[config.mk]
export PLATFORM = sky130hd
export DESIGN_NAME = multicycle_controller_flat
export DESIGN_NICKNAME = d
export VERILOG_FILES = /design/src/rtl/multicycle_controller_if.sv /design/src/rtl/multicycle_controller.sv /design/src/flat_wrapper.sv
export SDC_FILE = /design/constraint.sdc
export NUM_CORES = 1
export LEC_CHECK = 0
export CAP_MARGIN = 10
export CORE_AREA = 4 4 57 59
export CTS_CLUSTER_DIAMETER = 80
export DETAILED_ROUTE_END_ITERATION = 12
export DIE_AREA = 0 0 61 63
export HOLD_SLACK_MARGIN = 0.02
export PLACE_DENSITY = 0.78
export SLEW_MARGIN = 10
export SYNTH_ARGS = -nofsm -noshare
export SYNTH_HDL_FRONTEND = slang
export SYNTH_SLANG_ARGS = --single-unit
[constraint.sdc]
create_clock -name clk -period 1.6 [get_ports clk]
set_input_delay 0.32 -clock clk [delete_from_list [all_inputs] [get_ports clk]]
set_output_delay 0.32 -clock clk [all_outputs]
set_load 0.01 [all_outputs]
[src/rtl/multicycle_controller_if.sv]
// Memory-port handshake between the piRISC control FSM (master) and the single memory port (slave).
interface multicycle_controller_if;
   logic mem_req;
   logic mem_we;
   logic mem_sel;
   logic mem_ready;

   modport master (output mem_req, output mem_we, output mem_sel, input mem_ready);
   modport slave  (input mem_req, input mem_we, input mem_sel, output mem_ready);
endinterface

[src/rtl/multicycle_controller.sv]
// Main control FSM of the piRISC multi-cycle RV32I core: FETCH/DECODE/EXECUTE/MEM/WB sequencing.
// Optional memory-access timeout with sticky bus error is enabled by defining MEM_TIMEOUT_EN.
module multicycle_controller #(
   parameter int TIMEOUT_CYCLES = 16
) (
   input  logic                    clk,
   input  logic                    rst_n,
   input  logic [6:0]              opcode,
   input  logic                    branch_taken,
   multicycle_controller_if.master mem,
   output logic                    ir_we,
   output logic                    pc_we,
   output logic [1:0]              pc_sel,
   output logic                    reg_we,
   output logic [1:0]              wb_sel,
   output logic [1:0]              alu_a_sel,
   output logic                    alu_b_sel,
   output logic [1:0]              alu_mode,
   output logic                    illegal,
   output logic                    bus_err,
   output logic [2:0]              state_dbg
);

   typedef enum logic [2:0] {
      S_FETCH   = 3'd0,
      S_DECODE  = 3'd1,
      S_EXECUTE = 3'd2,
      S_MEM     = 3'd3,
      S_WB      = 3'd4,
      S_TRAP    = 3'd7
   } state_t;

   localparam logic [6:0] OP_R      = 7'h33;
   localparam logic [6:0] OP_I      = 7'h13;
   localparam logic [6:0] OP_LOAD   = 7'h03;
   localparam logic [6:0] OP_STORE  = 7'h23;
   localparam logic [6:0] OP_BRANCH = 7'h63;
   localparam logic [6:0] OP_JAL    = 7'h6F;
   localparam logic [6:0] OP_JALR   = 7'h67;
   localparam logic [6:0] OP_LUI    = 7'h37;
   localparam logic [6:0] OP_AUIPC  = 7'h17;

   if (TIMEOUT_CYCLES < 1) begin : g_bad_timeout
      $error("TIMEOUT_CYCLES must be at least 1");
   end

   state_t     state_r;
   logic       mem_req_r;
   logic       mem_we_r;
   logic       mem_sel_r;
   logic [1:0] a_sel_r;
   logic       b_sel_r;
   logic [1:0] mode_r;
   logic [1:0] wb_sel_r;
   logic [1:0] pc_sel_r;
   logic       is_branch_r;
   logic       is_load_r;
   logic       is_store_r;
   logic       illegal_r;

   logic       dec_legal_s;
   logic [1:0] dec_a_s;
   logic       dec_b_s;
   logic [1:0] dec_mode_s;
   logic [1:0] dec_wb_s;
   logic [1:0] dec_pc_s;
   logic       acc_done_s;
   logic       pc_we_s;
   logic       to_hit_s;

   // Opcode decode into the per-instruction selects latched at the end of DECODE
   always_comb begin
      dec_legal_s = 1'b1;
      dec_a_s     = 2'b00;
      dec_b_s     = 1'b1;
      dec_mode_s  = 2'b00;
      dec_wb_s    = 2'b00;
      dec_pc_s    = 2'b00;
      case (opcode)
         OP_R:      begin dec_b_s = 1'b0; dec_mode_s = 2'b01; end
         OP_I:      dec_mode_s = 2'b01;
         OP_LOAD:   dec_wb_s = 2'b01;
         OP_STORE:  dec_wb_s = 2'b00;
         OP_BRANCH: begin dec_b_s = 1'b0; dec_mode_s = 2'b10; end
         OP_JAL:    begin dec_a_s = 2'b01; dec_wb_s = 2'b10; dec_pc_s = 2'b01; end
         OP_JALR:   begin dec_wb_s = 2'b10; dec_pc_s = 2'b10; end
         OP_LUI:    dec_a_s = 2'b10;
         OP_AUIPC:  dec_a_s = 2'b01;
         default:   dec_legal_s = 1'b0;
      endcase
   end

   // An access completes on a ready seen while a request is outstanding; pc_we marks retirement
   assign acc_done_s = mem_req_r && mem.mem_ready;
   assign pc_we_s    = (state_r == S_WB)
                    || ((state_r == S_EXECUTE) && is_branch_r)
                    || ((state_r == S_MEM) && is_store_r && acc_done_s);

`ifdef MEM_TIMEOUT_EN
   localparam int TO_W = $clog2(TIMEOUT_CYCLES + 1);

   logic [TO_W-1:0] to_cnt_r;
   logic            bus_err_r;

   // Wait-cycle counter: restarts with every new access, trips when the limit is reached
   always_ff @(posedge clk or negedge rst_n) begin
      if (!rst_n) begin
         to_cnt_r  <= '0;
         bus_err_r <= 1'b0;
      end else begin
         if (to_hit_s) begin
            bus_err_r <= 1'b1;
         end
         if (!mem_req_r || acc_done_s) begin
            to_cnt_r <= '0;
         end else begin
            to_cnt_r <= to_cnt_r + TO_W'(1);
         end
      end
   end

   assign to_hit_s = mem_req_r && !mem.mem_ready && (to_cnt_r == TO_W'(TIMEOUT_CYCLES - 1));
   assign bus_err  = bus_err_r;
`else
   assign to_hit_s = 1'b0;
   assign bus_err  = 1'b0;
`endif

   // Control FSM: state sequencing, memory-port handshake and per-instruction select registers
   always_ff @(posedge clk or negedge rst_n) begin
      if (!rst_n) begin
         state_r     <= S_FETCH;
         mem_req_r   <= 1'b0;
         mem_we_r    <= 1'b0;
         mem_sel_r   <= 1'b0;
         a_sel_r     <= 2'b00;
         b_sel_r     <= 1'b0;
         mode_r      <= 2'b00;
         wb_sel_r    <= 2'b00;
         pc_sel_r    <= 2'b00;
         is_branch_r <= 1'b0;
         is_load_r   <= 1'b0;
         is_store_r  <= 1'b0;
         illegal_r   <= 1'b0;
      end else begin
         case (state_r)
            S_FETCH: begin
               if (to_hit_s) begin
                  state_r   <= S_TRAP;
                  mem_req_r <= 1'b0;
               end else if (acc_done_s) begin
                  state_r   <= S_DECODE;
                  mem_req_r <= 1'b0;
               end else begin
                  mem_req_r <= 1'b1;
               end
            end
            S_DECODE: begin
               if (dec_legal_s) begin
                  state_r     <= S_EXECUTE;
                  a_sel_r     <= dec_a_s;
                  b_sel_r     <= dec_b_s;
                  mode_r      <= dec_mode_s;
                  wb_sel_r    <= dec_wb_s;
                  pc_sel_r    <= dec_pc_s;
                  is_branch_r <= (opcode == OP_BRANCH);
                  is_load_r   <= (opcode == OP_LOAD);
                  is_store_r  <= (opcode == OP_STORE);
               end else begin
                  state_r   <= S_TRAP;
                  illegal_r <= 1'b1;
               end
            end
            S_EXECUTE: begin
               if (is_branch_r) begin
                  state_r   <= S_FETCH;
                  mem_req_r <= 1'b1;
               end else if (is_load_r || is_store_r) begin
                  state_r   <= S_MEM;
                  mem_req_r <= 1'b1;
                  mem_sel_r <= 1'b1;
                  mem_we_r  <= is_store_r;
               end else begin
                  state_r <= S_WB;
               end
            end
            S_MEM: begin
               if (to_hit_s) begin
                  state_r   <= S_TRAP;
                  mem_req_r <= 1'b0;
                  mem_sel_r <= 1'b0;
                  mem_we_r  <= 1'b0;
               end else if (acc_done_s) begin
                  // A store retires here and starts the next fetch without dropping the request
                  state_r   <= is_store_r ? S_FETCH : S_WB;
                  mem_req_r <= is_store_r;
                  mem_sel_r <= 1'b0;
                  mem_we_r  <= 1'b0;
               end
            end
            S_WB: begin
               state_r   <= S_FETCH;
               mem_req_r <= 1'b1;
            end
            S_TRAP: begin
               state_r <= S_TRAP;
            end
            default: begin
               state_r   <= S_TRAP;
               mem_req_r <= 1'b0;
               mem_sel_r <= 1'b0;
               mem_we_r  <= 1'b0;
            end
         endcase
         if (pc_we_s || to_hit_s) begin
            a_sel_r     <= 2'b00;
            b_sel_r     <= 1'b0;
            mode_r      <= 2'b00;
            wb_sel_r    <= 2'b00;
            pc_sel_r    <= 2'b00;
            is_branch_r <= 1'b0;
            is_load_r   <= 1'b0;
            is_store_r  <= 1'b0;
         end
      end
   end

   assign mem.mem_req = mem_req_r;
   assign mem.mem_we  = mem_we_r;
   assign mem.mem_sel = mem_sel_r;
   assign ir_we       = (state_r == S_FETCH) && acc_done_s;
   assign pc_we       = pc_we_s;
   assign pc_sel      = ((state_r == S_EXECUTE) && is_branch_r) ? {1'b0, branch_taken} : pc_sel_r;
   assign reg_we      = (state_r == S_WB);
   assign wb_sel      = wb_sel_r;
   assign alu_a_sel   = a_sel_r;
   assign alu_b_sel   = b_sel_r;
   assign alu_mode    = mode_r;
   assign illegal     = illegal_r;
   assign state_dbg   = state_r;

endmodule
[src/flat_wrapper.sv]
// flat-port wrapper written by rule: the top's interface ports become plain ports
module multicycle_controller_flat 
#(
   parameter int TIMEOUT_CYCLES = 16
)
  (clk, rst_n, opcode, branch_taken, ir_we, pc_we, pc_sel, reg_we, wb_sel, alu_a_sel, alu_b_sel, alu_mode, illegal, bus_err, state_dbg, mem_mem_req, mem_mem_we, mem_mem_sel, mem_mem_ready);
  multicycle_controller_if mem_i ();
  input  logic clk;
  input  logic rst_n;
  input  logic [6:0] opcode;
  input  logic branch_taken;
  output logic ir_we;
  output logic pc_we;
  output logic [1:0] pc_sel;
  output logic reg_we;
  output logic [1:0] wb_sel;
  output logic [1:0] alu_a_sel;
  output logic alu_b_sel;
  output logic [1:0] alu_mode;
  output logic illegal;
  output logic bus_err;
  output logic [2:0] state_dbg;
  output wire logic [$bits(mem_i.mem_req)-1:0] mem_mem_req;
  output wire logic [$bits(mem_i.mem_we)-1:0] mem_mem_we;
  output wire logic [$bits(mem_i.mem_sel)-1:0] mem_mem_sel;
  input wire logic [$bits(mem_i.mem_ready)-1:0] mem_mem_ready;
  assign mem_mem_req = mem_i.mem_req;
  assign mem_mem_we = mem_i.mem_we;
  assign mem_mem_sel = mem_i.mem_sel;
  assign mem_i.mem_ready = mem_mem_ready;
  multicycle_controller #(.TIMEOUT_CYCLES(TIMEOUT_CYCLES)) u_core (.clk(clk), .rst_n(rst_n), .opcode(opcode), .branch_taken(branch_taken), .mem(mem_i), .ir_we(ir_we), .pc_we(pc_we), .pc_sel(pc_sel), .reg_we(reg_we), .wb_sel(wb_sel), .alu_a_sel(alu_a_sel), .alu_b_sel(alu_b_sel), .alu_mode(alu_mode), .illegal(illegal), .bus_err(bus_err), .state_dbg(state_dbg));
endmodule
==> After elaboration in Yosys (flattened, before gate mapping) <==
Cells that the tools add are included.
{ "totals": {"output_inout_bits": 20, "elab_cells": 107, "inputBits": 11, "reg_bits": 19} }
{ "classes": {"bitwise_logic": 3, "eq_ne": 19, "n_reduce_logical": 23, "muxes": 49} }
{ "ops": {"columns": ["op", "count"], "rows": [
  ["$mux W2", 13],
  ["$mux W1", 22],
  ["$eq A7 B6 Y1 const B", 3],
  ["$eq A7 B7 Y1 const B", 3],
  ["$mux W3", 6],
  ["$pmux W2 S2", 4],
  ["$pmux W3 S5", 1],
  ["$eq A7 B5 Y1 const B", 2],
  ["$reduce_or A2 Y1", 5],
  ["$reduce_or A9 Y1", 1],
  ["$eq A7 B2 Y1 const B", 1],
  ["$eq A3 B2 Y1 const B", 2],
  ["$eq A3 B3 Y1 const B", 2],
  ["$ne A2 B1 Y1 const B", 3],
  ["$pmux W1 S3", 2],
  ["$reduce_and A2 Y1", 3],
  ["$logic_and A1 B1 Y1", 5],
  ["$pmux W1 S5", 1],
  ["$reduce_and A4 Y1", 1],
  ["$reduce_bool A2 Y1", 2],
  ["$reduce_or A4 Y1", 1],
  ["$eq A3 B1 Y1 const B", 1],
  ["$logic_not A3 Y1", 1],
  ["$logic_or A1 B1 Y1", 3],
  ["4 further kinds", 6]
]} }

==> Depth between registers and ports, before layout <==
Gate-level depths: netlist of the first run.
{ "logic_depth": {"word_depth": 6, "depth_mapped": 5, "depth_no_buf": 4} }

==> Least setup slack after synthesis of the first run <==
OpenSTA, ideal clock, no wires.
{ "synth_path": {"path_type": "register to output", "startpoint": "register u_core.state_r[0], in the netlist u_core.state_dbg[0]", "endpoint": "output port pc_we", "setup_slack_ps": -101, "t_arrival_ps": 1381, "n_path_buf": 2, "required_ps": 1280, "path_stages_with_launch": 6, "cell_sequence": "dfrtp_1 or3b_1 clkbuf_1 and2_1 clkbuf_1 inv_1"} }
{ "synth_via": {"elab_chain_len": 4, "word_cells_on_any_way": 8, "classes_between": "eq/ne: 3; reduce/logical: 5"} }
{ "synth_lines": {"columns": ["element", "line_no", "source"], "rows": [
  ["start: declaration", "multicycle_controller.sv:47", "state_t state_r;"],
  ["start signal: assignment", "multicycle_controller.sv:195", "state_r <= is_store_r ? S_FETCH : S_WB;"],
  ["$eq A3 B2 Y1 (on tied branches)", "multicycle_controller.sv:96, multicycle_controller.sv:97", null],
  ["$logic_and A1 B1 Y1 (on tied branches)", "multicycle_controller.sv:96, multicycle_controller.sv:97", null],
  ["$logic_or A1 B1 Y1 or $logic_and A1 B1 Y1 (tied branches)", "multicycle_controller.sv:96, multicycle_controller.sv:97", null],
  ["$logic_or A1 B1 Y1 *", "multicycle_controller.sv:97", "|| ((state_r == S_MEM) && is_store_r && acc_done_s);"],
  ["end: declaration", "flat_wrapper.sv:13", "output logic pc_we;"]
]} }
Mark *: on every way between the ends. The rest lies on a longest branch, timed or not.

==> Final worst setup path of the first run <==
{ "layout_path": {"startpoint": "register u_core.state_r[0], in the netlist u_core.state_dbg[0]", "endpoint": "output port pc_sel[0]"} }
{ "layout_via": {"elab_chain_len": 3} }
{ "layout_lines": {"columns": ["element", "line_no", "source"], "rows": [
  ["$eq A3 B2 Y1", "multicycle_controller.sv:233", "assign pc_sel = ((state_r == S_EXECUTE) && is_branch_r) ? {1'b0, branch_taken} : pc_sel_r;"],
  ["$logic_and A1 B1 Y1", "multicycle_controller.sv:233", null],
  ["$mux W2", "multicycle_controller.sv:233", null],
  ["end: declaration", "flat_wrapper.sv:14", "output logic [1:0] pc_sel;"]
]} }
Every way passes these cells.

==> impl_metrics.json, run 1 <==
{
  "setup_ws_ns": -0.273,
  "preCtsSetupSlack_ns": -0.634,
  "seq_area_sq_um": 453,
  "grt_pass1_wl_um": 6170,
  "synth.cell_area_sq_um": 1120,
  "cp_num_buf_inv": 2,
  "core_sq_um": 2710,
  "clkSinkCount": 18,
  "synth_edf_count": 0,
  "vdd_drop_max_mv": 0.476,
  "grt_max_degree": 19,
  "drive_gt1_frac": 0.429,
  "setup_violations": 20,
  "pwr-share-comb": 0.164,
  "cts_tree": "yes",
  "wl_per_cell_um": 15.6,
  "grt_usage": 0.208,
  "clock-root-buffer": "clkbuf_4",
  "outcome": "finished with violations",
  "worstSkewPairLatency_ns": 0.30,
  "power.switching_uw": 229,
  "critPathTopFamily": "flip-flops",
  "cts_buffer_depth": 2,
  "drt_iter0_markers": 75,
  "fillers": 188,
  "rows": 19,
  "synth-main-ff-cell": "dfrtp_1",
  "numCtsBuffers": 3,
  "wirelength_um": 3680,
  "powerDensity_nw_per_um2": 453,
  "ys_ff_latch": 18,
  "synth-warning-count": 0,
  "drc": 0,
  "pwr-share-seq": 0.515,
  "grt_setup_unrepaired": "true",
  "violations": "setup timing",
  "start_kind": "flop",
  "synth.largest_area_cell": "dfrtp_1",
  "ys_seq_area_frac": 0.401,
  "cts_max_level": 1,
  "antenna_found_initial": 0,
  "p_int_uw": 679,
  "hold_slack_ns": 0.338,
  "end_kind": "primary output",
  "nNetsFinal": 217,
  "avgSynthCellArea_sq_um": 8.92,
  "cpMaxStageDelayCell": "dfrtp_2",
  "arrival_ns": 1.55,
  "fmax_ghz": 0.534,
  "hp-class": "primary input to asynchronous set/reset pin",
  "crit_path_cell_trace": "buf_6 -> nand2b_4 -> nor2_4 -> mux2_4 -> buf_6",
  "path_common_cell": "buf_6",
  "num_io_pins": 31,
  "dp.cells": 217,
  "via_per_inst": 5.47,
  "gp_congestion": 0.923,
  "antenna_cells": 0,
  "cellLeakagePower_nw": 1.01,
  "final_cell_count_no_fill": 236,
  "die_width_um": 61,
  "dpl.hpwl_um": 2420,
  "syn_nets": 137,
  "switching_share": 0.252,
  "final.period_utilization": 1.17,
  "path_clk_slew_ns": 0.11,
  "firstDrtPassIters": 4,
  "finalMaxSlewViolations": 0,
  "max_stage_delay_ns": 0.45,
  "worstPathRequired_ns": 1.28,
  "syn2layout_area_growth_pct": 78.2,
  "dieArea_sq_um": 3840,
  "grt_overflow": 0,
  "grt_pass1_vias": 1394,
  "async_flop_share": 1.00,
  "clockPowerShare": 0.320,
  "vias": 1290,
  "multi_input_area_sq_um": 718,
  "worst-setup-path-type": "flop to primary output",
  "die_h_um": 63,
  "skew_ns": 0.00481,
  "synth_top_area_frac": 0.401,
  "hold_viol": 0,
  "antenna_left": 0,
  "synth.area.top_cells": "dfrtp_1, mux2i_1, nand2b_1, nand3_1, nor2_1",
  "numPortBuffers": 29,
  "synth_cells": 126,
  "final_period_minus_worst_setup_slack_ns": 1.87,
  "initial_core_util": 0.415,
  "cp_max_fo": 3,
  "synth.distinct_cells": 42,
  "drv_cap": 0
}
-- layout by cell type (no fill, tap or decap), types with 3 or more instances in the layout --
master,count
inv_1,4
nor2_1,7
a31o_1,4
buf_6,13
nand2b_1,5
nor3_1,3
clkdlybuf4s50_1,9
a21oi_1,3
nor4_1,3
o21ai_0,4
buf_4,43
nand3_1,8
dlygate4sd2_1,10
nand2_1,7
clkbuf_4,3
mux2i_1,7
dfrtp_1,16
-- cells in the mapped netlist (all sizes together), types with 2 or more instances --
cell	count
nand3b	2
and2	2
a31o	7
clkbuf	5
nand3	8
a211oi	2
a21oi	4
o21ai	5
or3b	2
a21o	2
nor2	10
nand4	2
dfrtp	18
or2	2
inv	6
buf	3
mux2i	7
nor4	4
nor2b	2
nor3	3
nand2	7
nand2b	7
-- cell families after synthesis --
logic type	synth area share
flip-flops	0.401
buffers and inverters	0.0601
AO/OA/AOI/OAI	0.187
AND/OR/NAND/NOR	0.276
multiplexers	0.0724
other	0.00334
-- stage by stage --
step | area [sq um] | TNS (ns) | utilization | power [mW]
finish | 2000 | -2.65 | 0.739 | 0.907
global route | 2000 | -3.57 | 0.739 | 0.950
CTS | 1940 | -1.46 | 0.715 | 0.905
detailed placement | 1720 | -9.79 | 0.636 | 0.624
global placement | 1720 | -9.15 | 0.636 | 0.619
floorplan | 1150 | -0.0806 | - | 0.522
-- power groups by stage --
stage                     logic (mW)  registers, mW  clock network, mW
final                          0.149          0.468              0.291
after global routing           0.161          0.468              0.320
after CTS                      0.146          0.467              0.291
after detailed placement       0.149          0.476                  0
after global placement         0.144          0.475                  0
after floorplan               0.0404          0.482                  0
-- worst paths after layout --
path                                            startpoint                               to  slack [ns]  depth (start not counted)
min in group clk                u_core.illegal$_DFFE_PN0P_       u_core.illegal$_DFFE_PN0P_        0.52                          1
setup reg to reg           u_core.state_dbg[0]$_DFFE_PN0P_   u_core.mem.mem_req$_DFFE_PN0P_       -0.27                          7
setup / recovery           u_core.state_dbg[0]$_DFFE_PN0P_                        pc_sel[0]       -0.27                          5
hold / removal                                       rst_n       u_core.illegal$_DFFE_PN0P_        0.34                          2
hold reg to reg                 u_core.illegal$_DFFE_PN0P_       u_core.illegal$_DFFE_PN0P_        0.52                          1
max in group asynchronous                            rst_n  u_core.state_dbg[2]$_DFFE_PN0P_        1.05                          2
-- repair_timing --
action                                  4_1_cts  5_1_grt
resized for setup                            59       13
hold buffers                                  0        0
pin swaps                                    12        4
endpoints found under the setup margin       24       20
buffers inserted                             12        4
-- metal layers --
layer,GRT usage,wire (um),vias to the layer above,part of all wire
li1,-,-,616,-
met1,0.253,1510,621,0.41
met2,0.350,1920,43,0.52
met3,0.0248,147,10,0.040
met4,0.100,97,0,0.026
met5,0,0,-,0
-- layout make-up --
type | count | area share
sequential | 18 | 0.226
multi-input combinational | 94 | 0.359
timing repair buffer | 83 | 0.366
clock buffer | 4 | 0.0181
inverter | 6 | 0.0113
tap | 31 | 0.0194
-- sequential cells by signal (all words and copies together), names as in the netlist, 2 cells and up --
signal,flops
u_core.alu_a_sel,2
u_core.pc_sel_r,2
u_core.state_dbg,3
u_core.wb_sel,2
Power figures use the tool's default switching activity.
==> run 2, diff against run 1 <==
--- a/config.mk
+++ b/config.mk
@@ -11,7 +11,7 @@
 export DETAILED_ROUTE_END_ITERATION = 12
 export DIE_AREA = 0 0 61 63
 export HOLD_SLACK_MARGIN = 0.02
-export PLACE_DENSITY = 0.78
+export PLACE_DENSITY = 0.72
 export SLEW_MARGIN = 10
 export SYNTH_ARGS = -nofsm -noshare
 export SYNTH_HDL_FRONTEND = slang
==> constraint.sdc (replaced) <==
create_clock -name clk -period 1.6 [get_ports clk]
set_input_delay 0.16 -clock clk [delete_from_list [all_inputs] [get_ports clk]]
set_output_delay 0.16 -clock clk [all_outputs]
set_load 0.01 [all_outputs]
==> run 2 against run 1 <==
  * The run still ends with setup timing left
  * Non-clock buffer count decreased by 3
  * Clock skew about the same
  * Largest cell class is now multi-input gates
  * Largest power group unchanged
  * Power increased by 2.9%
  * Utilization increased by 0.55 points
  * Cell count decreased by 1.3%
  * Via count decreased by 0.47%
==> impl_metrics.json, run 2 (synthesis gave the netlist of run 1 again) <==
{
  "outcome": "finished with violations",
  "violations": "setup timing",
  "firstDrtPassIters": 4,
  "vias": 1284,
  "cellLeakagePower_nw": 0.963,
  "end_kind": "flop",
  "grt_usage": 0.198,
  "nNetsFinal": 214,
  "final_period_minus_worst_setup_slack_ns": 1.68,
  "ctsHoldBuffers": 0,
  "crit_path_cell_trace": "or3b_4 -> buf_6 -> buf_6 -> o2111ai_4 -> mux2i_2 -> a221oi_2",
  "hold_viol": 0,
  "gp_congestion": 0.919,
  "num_io_pins": 31,
  "start_kind": "flop",
  "antenna_found_initial": 0,
  "finalMaxSlewViolations": 0,
  "die_h_um": 63,
  "final.period_utilization": 1.05,
  "drv_cap": 0,
  "final_common_cell": "buf_4",
  "worstPathRequired_ns": 1.81,
  "grt_setup_unrepaired": "true",
  "arrival_ns": 1.89,
  "setup_ws_ns": -0.0801,
  "power_uw": 934,
  "worst-r2r-setup-slack_ns": -0.08,
  "numCtsBuffers": 3,
  "antenna_left": 0,
  "preCtsSetupSlack_ns": -0.521,
  "numPortBuffers": 29,
  "reg2regPathDepth": 6,
  "powerDensity_nw_per_um2": 463,
  "grt_pass1_wl_um": 5840,
  "cpMaxStageDelayCell": "dfrtp_2",
  "syn2layout_area_growth_pct": 79.5,
  "critPathTopFamily": "flip-flops",
  "dieArea_sq_um": 3840,
  "grt_overflow": 0,
  "skew_ns": 0.00477,
  "setup_violations": 5,
  "die_width_um": 61,
  "dpl.hpwl_um": 2560,
  "via_per_inst": 5.51,
  "vdd_drop_max_mv": 0.417,
  "fmax_ghz": 0.595,
  "max_stage_delay_ns": 0.48,
  "drc": 0,
  "rr_endpoint": "u_core.mem.mem_req$_DFFE_PN0P_",
  "cp_num_buf_inv": 2,
  "rows": 19,
  "antenna_cells": 0,
  "fillers": 199,
  "drt_iter0_markers": 59,
  "drive_gt1_frac": 0.446,
  "final_cell_mix": "buf_4, dfrtp_1, clkdlybuf4s50_1",
  "largest_reg_flops": 3,
  "core_sq_um": 2710,
  "path_common_cell": "buf_6",
  "rr_startpoint": "u_core.state_dbg[0]$_DFFE_PN0P_",
  "clkSinkCount": 18,
  "wl_per_cell_um": 15.7,
  "cts_tree": "yes",
  "cts_max_level": 1,
  "grt_max_degree": 19,
  "worst-setup-path-type": "flop to flop",
  "hp-class": "primary input to asynchronous set/reset pin",
  "clock-root-buffer": "clkbuf_4",
  "grt_pass1_vias": 1298,
  "wirelength_um": 3650,
  "path_clk_slew_ns": 0.12,
  "worstSkewPairLatency_ns": 0.29,
  "cp_max_fo": 6,
  "cts_buffer_depth": 2,
  "initial_core_util": 0.415
}
[run 2: final cells by class]
class,count,area [sq um],area share
Timing Repair Buffer,80,703,0.349
Multi-Input combinational cell,94,763,0.378
Tap cell,31,38.8,0.0192
Sequential cell,18,453,0.225
Inverter,6,22.5,0.0112
Clock buffer,4,36.3,0.0180
[run 2: worst max-delay path by stage]
stage / cells after the start / slack, ns / to / from
floorplan: 4 / 0.01 / u_core.mem.mem_req$_DFFE_PN0P_ / u_core.state_dbg[0]$_DFFE_PN0P_
detailed placement: 6 / -0.52 / u_core.alu_a_sel[0]$_DFFE_PN0P_ / opcode[2]
global route: 4 / -0.14 / pc_we / u_core.state_dbg[0]$_DFFE_PN0P_
global placement: 6 / -0.38 / u_core.alu_b_sel$_DFFE_PN0P_ / opcode[4]
finish: 6 / -0.08 / u_core.mem.mem_req$_DFFE_PN0P_ / u_core.state_dbg[0]$_DFFE_PN0P_
CTS: 4 / -0.09 / u_core.mem.mem_req$_DFFE_PN0P_ / u_core.state_dbg[0]$_DFFE_PN0P_
[run 2: metrics by stage]
step	instances	util	instance area, sq um	TNS, ns	hold slack (ns)
after CTS	231	0.701	1900	-0.264	0.190
after global placement	217	0.628	1700	-4.93	0.466
final	233	0.744	2020	-0.235	0.184
after detailed placement	217	0.628	1700	-6.49	0.468
after floorplan	126	-	1130	0	-0.136
after global routing	233	0.744	2020	-0.576	0.185
[run 2: metal layers]
metal / track usage / vias up / wire (um)
met3: 0.0372 / 8 / 158
li1: - / 615 / -
met4: 0.0542 / 0 / 70
met5: 0 / - / 0
met1: 0.240 / 615 / 1530
met2: 0.345 / 46 / 1900
[run 2: timing repair]
action	in CTS	in global routing
pin swaps	9	9
gates cloned	0	0
endpoints found under the setup margin	20	16
buffers inserted	10	2
resized for setup	52	22
[run 2: power breakdown]
part	leakage [nW]	internal, mW	switching, mW
registers	0.229	0.461	0.00808
clock network	0.0210	0.139	0.153
logic	0.713	0.0955	0.0773
total	0.963	0.695	0.238
==> run 3, diff against run 2 <==
--- a/config.mk
+++ b/config.mk
@@ -6,12 +6,12 @@
 export NUM_CORES = 1
 export LEC_CHECK = 0
 export CAP_MARGIN = 10
-export CORE_AREA = 4 4 57 59
+export CORE_AREA = 4 4 65 52
 export CTS_CLUSTER_DIAMETER = 80
 export DETAILED_ROUTE_END_ITERATION = 12
-export DIE_AREA = 0 0 61 63
+export DIE_AREA = 0 0 69 56
 export HOLD_SLACK_MARGIN = 0.02
-export PLACE_DENSITY = 0.72
+export PLACE_DENSITY = 0.73
 export SLEW_MARGIN = 10
 export SYNTH_ARGS = -nofsm -noshare
 export SYNTH_HDL_FRONTEND = slang
==> run 3 against run 2 <==
  * The run still ends with setup timing left
  * Combinational power shrank 5%
  * Critical path type unchanged
  * Hold slack gained 0.050 ns
  * Global-route usage shrank 1.6 points
  * Highest routed layer unchanged
  * Non-clock buffer count shrank 2
  * Sequential share of layout area is essentially flat
  * Critical path depth shrank 1
  * Largest power group unchanged
  * Wire length grew 3.2%
  * Power grew 8.4%
  * First-iteration DRC count grew 63%
  * Maximum frequency shrank 3.5%
==> impl_metrics.json, run 3 (synthesis gave the netlist of run 1 again) <==
{
  "core_sq_um": 2810,
  "cts_tree": "yes",
  "cts_max_level": 1,
  "firstDrtPassIters": 4,
  "powerDensity_nw_per_um2": 502,
  "antenna_found_initial": 0,
  "grt_max_degree": 19,
  "nNetsFinal": 212,
  "clock-root-buffer": "clkbuf_8",
  "outcome": "finished with violations",
  "skew_ns": 0.00571,
  "grt_usage": 0.182,
  "grt_pass1_vias": 1214,
  "dpl.hpwl_um": 2490,
  "hold_slack_ns": 0.234,
  "dieArea_sq_um": 3860,
  "worstSkewPairLatency_ns": 0.26,
  "numCtsBuffers": 3,
  "setup_violations": 5,
  "vdd_drop_max_mv": 0.562,
  "final_period_minus_worst_setup_slack_ns": 1.74,
  "arrival_ns": 1.91,
  "drt_iter0_markers": 96,
  "ctsHoldBuffers": 0,
  "cts_buffer_depth": 2,
  "violations": "setup timing",
  "initial_core_util": 0.400,
  "drc": 0,
  "final.period_utilization": 1.09,
  "gp_congestion": 0.894,
  "setup_ws_ns": -0.142,
  "syn2layout_area_growth_pct": 79.4,
  "final_common_cell": "buf_4",
  "finalMaxSlewViolations": 0,
  "num_io_pins": 31,
  "die_h_um": 56,
  "fmax_ghz": 0.574,
  "worstPathRequired_ns": 1.77,
  "wirelength_um": 3770,
  "grt_overflow": 0,
  "largest_reg_flops": 3,
  "hp-class": "primary input to asynchronous set/reset pin",
  "drive_gt1_frac": 0.395,
  "dp.cells": 221,
  "vias": 1281,
  "final_cell_mix": "buf_4, clkdlybuf4s50_1, dfrtp_1",
  "final_cell_count_no_fill": 238,
  "numPortBuffers": 29,
  "final_core_util": 0.718,
  "antenna_left": 0,
  "via_per_inst": 5.38,
  "rows": 17,
  "path_clk_slew_ns": 0.07,
  "worst-setup-path-type": "flop to flop",
  "end_kind": "flop",
  "placed_area_sq_um": 1690,
  "drv_cap": 0,
  "clkSinkCount": 18,
  "antenna_cells": 0,
  "start_kind": "flop",
  "wl_per_cell_um": 15.8,
  "die_width_um": 69,
  "preCtsSetupSlack_ns": -0.463,
  "post-route-cell-area_sq_um": 2020,
  "hold_viol": 0,
  "cellLeakagePower_nw": 1.01,
  "cp_max_fo": 4,
  "grt_pass1_wl_um": 5660,
  "grt_setup_unrepaired": "true"
}
-- run 3: changes by cell type in the layout (fill, tap and decap cells not counted), moves of 2 or more --
cell | before | now
dlymetal6s2s_1 | 3 | 6
nand3_2 | 3 | 0
clkbuf_4 | 3 | 0
clkdlybuf4s50_1 | 14 | 18
mux2i_2 | 2 | 0
buf_6 | 11 | 8
nand3_1 | 5 | 8
clkbuf_8 | 1 | 4
mux2i_1 | 5 | 7
dlygate4sd2_1 | 7 | 0
-- run 3: path summary, 6_finish.rpt --
path	from	end	slack, ns	cells past startpoint
min	rst_n	u_core.mem.mem_sel$_DFFE_PN0P_	0.23	2
min reg2reg	u_core.illegal$_DFFE_PN0P_	u_core.illegal$_DFFE_PN0P_	0.49	1
max in group asynchronous	rst_n	u_core.state_dbg[0]$_DFFE_PN0P_	1.15	2
min in group clk	opcode[0]	u_core.alu_a_sel[0]$_DFFE_PN0P_	0.33	4
max reg2reg	u_core.state_dbg[0]$_DFFE_PN0P_	u_core.mem.mem_req$_DFFE_PN0P_	-0.14	5
max	u_core.state_dbg[0]$_DFFE_PN0P_	u_core.mem.mem_req$_DFFE_PN0P_	-0.14	5
-- run 3: area by class of cell --
class / count / area, sq um
clock buffers: 4 / 55.1
fillers: 219 / 792
inverters: 6 / 22.5
multi-input cells: 94 / 729
flip-flops and latches: 18 / 452
well taps: 38 / 47.5
repair buffers: 78 / 709
-- run 3: routing by layer --
metal | part of all wire | vias to the layer above | track usage
met5 | 0 | - | 0
met4 | 0.028 | 0 | 0.0669
met3 | 0.061 | 15 | 0.0614
met2 | 0.50 | 61 | 0.323
met1 | 0.41 | 597 | 0.201
li1 | - | 608 | -
-- run 3: timing repair --
action	4_1_cts	5_1_grt
buffers inserted	5	8
pin swaps	10	7
endpoints found under the hold margin	0	0
gates cloned	0	0
gates resized for setup	34	22
endpoints found under the setup margin	18	20
-- run 3: critical path, stage by stage, from the launching register on --
cell,delay (ns)
dfrtp_2,0.44
buf_6,0.13
or4_4,0.53
o21ai_2,0.14
mux2i_1,0.11
a221oi_2,0.29
-- run 3: per-stage QoR --
| step | setup TNS [ns] | power (mW) |
|---|---|---|
| floorplan | 0 | 0.520 |
| global placement | -5.71 | 0.618 |
| detailed placement | -6.24 | 0.622 |
| CTS | -1.41 | 1.02 |
| global route | -0.623 | 1.07 |
| finish | -0.359 | 1.01 |
-- run 3: where the power goes --
| part | total [mW] | switching (mW) | internal [mW] |
|---|---|---|---|
| clock network | 0.381 | 0.162 | 0.219 |
| registers | 0.466 | 0.00505 | 0.461 |
| logic | 0.165 | 0.0753 | 0.0898 |
